==> src/rtl/fuzz_stim_ctrl.sv <==
// fuzz_stim_ctrl: LCG-driven stimulus sequencer that resets a DUT, streams vectors and folds responses into a signature.
module fuzz_stim_ctrl #(
    parameter int          IN_W       = 136,
    parameter int          OUT_W      = 159,
    parameter int          RST_CYCLES = 2,
    parameter logic [31:0] LCG_MUL    = 32'h41C64E6D,
    parameter logic [31:0] LCG_INC    = 32'h3039
) (
    input  logic             clk,
    input  logic             rst_n,
    input  logic             start,
    input  logic             abort,
    input  logic [31:0]      seed,
    input  logic [31:0]      cycles,
    output logic             dut_rst_n,
    output logic [IN_W-1:0]  in_flat,
    input  logic [OUT_W-1:0] out_flat,
    output logic             busy,
    output logic             done,
    output logic [31:0]      signature,
    output logic [31:0]      vec_cnt
);
    localparam int IW  = (IN_W + 31) / 32;
    localparam int OWW = (OUT_W + 31) / 32;
    localparam int LB  = IN_W - 32 * (IW - 1);

    typedef enum logic [2:0] {IDLE, RST, SETTLE, RUN, DONE} state_t;

    state_t            state_q, state_d;
    logic [31:0]       lcg_q, lcg_d, cyc_q, cyc_d, sig_q, sig_d, cnt_q, cnt_d, rcnt_q, rcnt_d;
    logic [IN_W-1:0]   vec_q, vec_d;
    logic              dut_rst_n_q;
    logic [31:0]       gen_src, gen_end, fold;
    logic [IN_W-1:0]   gen_vec;

    // One full vector per cycle: IW chained LCG steps, last word truncated.
    always_comb begin
        gen_src = (state_q == IDLE) ? seed : lcg_q;
        gen_end = gen_src;
        gen_vec = '0;
        for (int k = 0; k < IW - 1; k++) begin
            gen_end = gen_end * LCG_MUL + LCG_INC;
            gen_vec[32*k +: 32] = gen_end;
        end
        gen_end = gen_end * LCG_MUL + LCG_INC;
        gen_vec[IN_W-1 -: LB] = gen_end[LB-1:0];
    end

    always_comb begin
        fold = 32'(out_flat[OUT_W-1:32*(OWW-1)]);
        for (int k = 0; k < OWW - 1; k++)
            fold = fold ^ out_flat[32*k +: 32];
    end

    always_comb begin
        state_d = state_q;
        lcg_d   = lcg_q;
        cyc_d   = cyc_q;
        sig_d   = sig_q;
        cnt_d   = cnt_q;
        rcnt_d  = rcnt_q;
        vec_d   = vec_q;
        case (state_q)
            IDLE: begin
                if (start) begin
                    state_d = RST;
                    cyc_d   = cycles;
                    vec_d   = gen_vec;
                    lcg_d   = gen_end;
                    sig_d   = '0;
                    cnt_d   = '0;
                    rcnt_d  = '0;
                end
            end
            RST: begin
                rcnt_d  = rcnt_q + 32'd1;
                state_d = abort ? IDLE : (rcnt_q == 32'(RST_CYCLES - 1)) ? SETTLE : RST;
            end
            SETTLE: state_d = abort ? IDLE : (cyc_q != '0) ? RUN : DONE;
            // The vector applied this cycle is counted even if abort ends the run here.
            RUN: begin
                vec_d   = gen_vec;
                lcg_d   = gen_end;
                cnt_d   = cnt_q + 32'd1;
                sig_d   = {sig_q[30:0], sig_q[31]} ^ fold;
                state_d = abort ? IDLE : (cnt_d == cyc_q) ? DONE : RUN;
            end
            default: state_d = IDLE;
        endcase
    end

    always_ff @(posedge clk or negedge rst_n) begin
        if (!rst_n) begin
            state_q     <= IDLE;
            lcg_q       <= '0;
            cyc_q       <= '0;
            sig_q       <= '0;
            cnt_q       <= '0;
            rcnt_q      <= '0;
            vec_q       <= '0;
            dut_rst_n_q <= 1'b0;
        end else begin
            state_q     <= state_d;
            lcg_q       <= lcg_d;
            cyc_q       <= cyc_d;
            sig_q       <= sig_d;
            cnt_q       <= cnt_d;
            rcnt_q      <= rcnt_d;
            vec_q       <= vec_d;
            dut_rst_n_q <= (state_d != RST);
        end
    end

    assign dut_rst_n = dut_rst_n_q;
    assign in_flat   = vec_q;
    assign busy      = (state_q != IDLE);
    assign done      = (state_q == DONE);
    assign signature = sig_q;
    assign vec_cnt   = cnt_q;
endmodule

==> config.mk <==
export PLATFORM = sky130hd
export DESIGN_NAME = fuzz_stim_ctrl
export DESIGN_NICKNAME = d
export VERILOG_FILES = /design/src/rtl/fuzz_stim_ctrl.sv
export SDC_FILE = /design/constraint.sdc
export NUM_CORES = 2
export LEC_CHECK = 0
export CAP_MARGIN = 20
export CORE_UTILIZATION = 55
export DETAILED_ROUTE_END_ITERATION = 12
export PLACE_DENSITY = 0.74
export SLEW_MARGIN = 5
export SYNTH_ARGS = -nofsm -noshare
export SYNTH_HDL_FRONTEND = slang
export SYNTH_SLANG_ARGS = --single-unit
export TNS_END_PERCENT = 50
==> constraint.sdc <==
create_clock -name clk -period 36.4 [get_ports clk]
set_input_delay 7.28 -clock clk [delete_from_list [all_inputs] [get_ports clk]]
set_output_delay 7.28 -clock clk [all_outputs]
set_load 0.01 [all_outputs]
==> run_results.csv <==
group,metric,value,unit
run_status,outcome,"complete, no violations",
yosys,synthFlopType,"dfrtp_1",
yosys,syn_inst,5972,
yosys,syn-cell-area,0.05806,sq mm
critical_path,path_class,"primary input to flop",
sta,setup_violations,0,
placed_design,post_dp_cell_area,0.06418,sq mm
floorplanning,die_w,326.9,microns
critical_path,path_max_fanout,6,
hold_path,holdCritPathClass,"flop to flop",
yosys,synth_edf_count,0,
grt,grt_overflow,0,
floorplanning,die_area,0.1069,sq mm
clock_network,postCtsSetupRepairBufs,0,
floorplanning,io_pins,430,
drt,detail-route-antenna-nets,0,
final_layout,areaGrowthSynthToFinish,12.97,%
grt,grt_pass1_wl,255.3,mm
critical_path,critical_path.startpoint_type,"primary input",
drt,route.detailed.drc,0,
clock_network,path_clk_slew,0.06,ns
final_layout,fin_area,0.06559,sq mm
yosys,async_reset_ff_share,100.0,%
yosys,seq_area_frac_synth,12.41,%
yosys,avgSynthCellArea,9.723,sq um
run,cap_violations,0,
grt,grt_usage,31.33,%
yosys,synth_nets,8141,
yosys,ys_ff_latch,288,
placed_design,numPortBuffers,429,
critical_path,required,36.87,ns
floorplanning,core,0.1041,sq mm
yosys,ys_warn_count,0,
sta,slew_headroom,25.18,%
floorplanning,start_util,55.78,%
drt,dr.pass1.iters,5,
clock_network,cts_tree,"done",
critical_path,cp_top_family,"adder cells",
clock_network,ctsLongestPathBuffers,3,
sta,clock_skew,0.01618,ns
drt,vias,41576,
clock_network,cts_buffers,37,
critical_path,cp_num_buf_inv,26,
sta,rsz0062_at_grt,"yes",
clock_network,root_buffer,"clkbuf_16",
final_layout,layout-drive-gt1-share,3.387,%
drt,drt_iter0_markers,2622,
sta,hold_ws,0.4762,ns
critical_path,cp_slowest_cell,"fa_1",
grt,antenna_found_initial,11,
grt,grt_max_degree,92,
clock_network,clock_latency,0.63,ns
critical_path,max_stage_delay,0.61,ns
yosys,ys_types,87,
sta,hold_viol,0,
clock_network,holdBufCountCts,0,
clock_network,ctsResizeCount,0,
floorplanning,die_h,326.9,microns
sta,slew_viol_final,0,
critical_path,end_kind,"flop",
drt,vias_per_cell,5.317,
sta,fin_crit,35.15,ns
critical_path,r2r_slack,6.78,ns
clock_network,htree_levels,2,
floorplanning,placementRows,118,
sta,fin_crit_sh,96.57,%
sta,max_freq,28.45,MHz
grt,first_global_vias,44450,
clock_network,cts.sinks,288,
drt,wl_per_cell,20.66,microns
sta,worst_slew_pin_slew,1.120,ns
drt,drt_wl_total,161.6,mm
placed_design,hpwlAfterDp,140.7,mm
critical_path,arrival,35.62,ns
placed_design,gp_congestion,0.9798,
final_layout,fillers,8687,
final_layout,fin_nets,8581,
final_layout,final_util,63.02,%
## flip-flops by register name, summed over array words and instances, names as in the netlist
register and cells:
lcg_q 31, dut_rst_n 1, vec_cnt 32, rcnt_q 32, state_q 3, cyc_q 32
in_flat 125, signature 32
## layout by cell type, fill, tap and decap left out, types with 18 or more instances in the layout
cell             instances
and3_1                  26
a31oi_1                 19
o21bai_1                20
nor4_1                  24
xor2_1                 104
xnor2_1                415
nor2_1                 103
nand2b_1                25
buf_4                   62
clkbuf_16               37
nand3_1                 62
o21a_1                  19
mux2i_1                 30
ha_1                  1009
nand4_1                 18
nor3_1                  29
o21ai_0                263
nand2_1                407
mux2_2                  38
o31ai_1                 30
a21o_1                  48
a21oi_1                135
clkdlybuf4s50_1        428
inv_1                 1629
dfrtp_1                288
fa_1                   933
## cell families after synthesis
group	count (synthesis)	share of synthesized area (%)
adder cells (fa/ha/maj)	1942	53.91
flip-flops	288	12.41
XOR/XNOR	545	8.516
buffers and inverters	1722	11.23
AND/OR/NAND/NOR	768	5.960
multiplexers	73	1.347
AO/OA/AOI/OAI	634	6.624
## synth_stat cells (15+ instances only)
library cell	count	area share, %
and2_1	15	0.16
mux2i_1	34	0.59
clkbuf_1	67	0.43
a31oi_1	19	0.20
xor2_1	109	1.6
nand2_1	408	2.6
nand4_1	18	0.19
inv_1	1629	11
o31ai_1	30	0.39
o211ai_1	17	0.22
ha_1	1009	22
a21oi_1	135	1.2
and3_1	26	0.28
dfrtp_1	288	12
nor2_1	104	0.67
nor3_1	29	0.25
a21o_1	48	0.62
a211oi_1	16	0.21
fa_1	933	32
mux2_2	38	0.74
o21ai_0	263	2.3
nand3_1	62	0.53
nor4_1	25	0.27
xnor2_1	420	6.3
o21a_1	19	0.25
o21bai_1	20	0.26
nand2b_1	25	0.27
## path summary, 6_finish.rpt
kind | to | startpoint | cells past startpoint
max in group asynchronous | in_flat[67] | rst_n | 3
min in group asynchronous | signature[29] | rst_n | 1
worst min-delay path | in_flat[30] | in_flat[30] | 2
worst min register to register | in_flat[30] | in_flat[30] | 2
worst max register to register | lcg_q[31] | state_q[0] | 101
worst max-delay path | lcg_q[29] | seed[5] | 98
## final cells by class
cell class              count  area (sq um)  area share (%)
diodes                      3         7.507         0.01145
clock buffers              49          1011           1.541
clock inverters            15         265.3          0.4044
inverters                1632          6126           9.339
multi-input cells        3962         44480           67.82
flip-flops and latches    288          7207           10.99
well taps                1380          1727           2.632
repair buffers            491          4765           7.264
## routing by layer
metal	global-route usage, %	share of wire, %	wire length [microns]	up-vias
met4	8.564	2.7	4430	10
li1	-	-	-	19323
met1	44.12	44	71450	20942
met2	50.80	47	76110	1076
met3	4.324	5.9	9531	225
met5	0	0.035	57	-
## worst register-to-register path, delay by kind of cell (launching register included)
kind,cells,cell delay (ns)
xor gates and xnor gates,14,3.03
buffers and inverters,29,2.77
and+or+nand+nor,6,1.15
muxes,1,0.73
adders and majority gates,41,18.43
AOI/OAI and AO/OA,10,2.92
DFF,1,0.51
## metrics by stage
step / std cells / setup WS, ns / setup TNS (ns)
after global placement: 7753 / 0.6603 / 0
after global routing: 7820 / -0.06414 / -0.06414
final: 7820 / 1.249 / 0
after floorplan: 5972 / 2.440 / 0
after CTS: 7817 / 0.8607 / 0
after detailed placement: 7753 / 0.2827 / 0
Power is left out: the tool's default activity adds up to more than one toggle a clock period on the data nets, which glitch-free logic cannot reach.
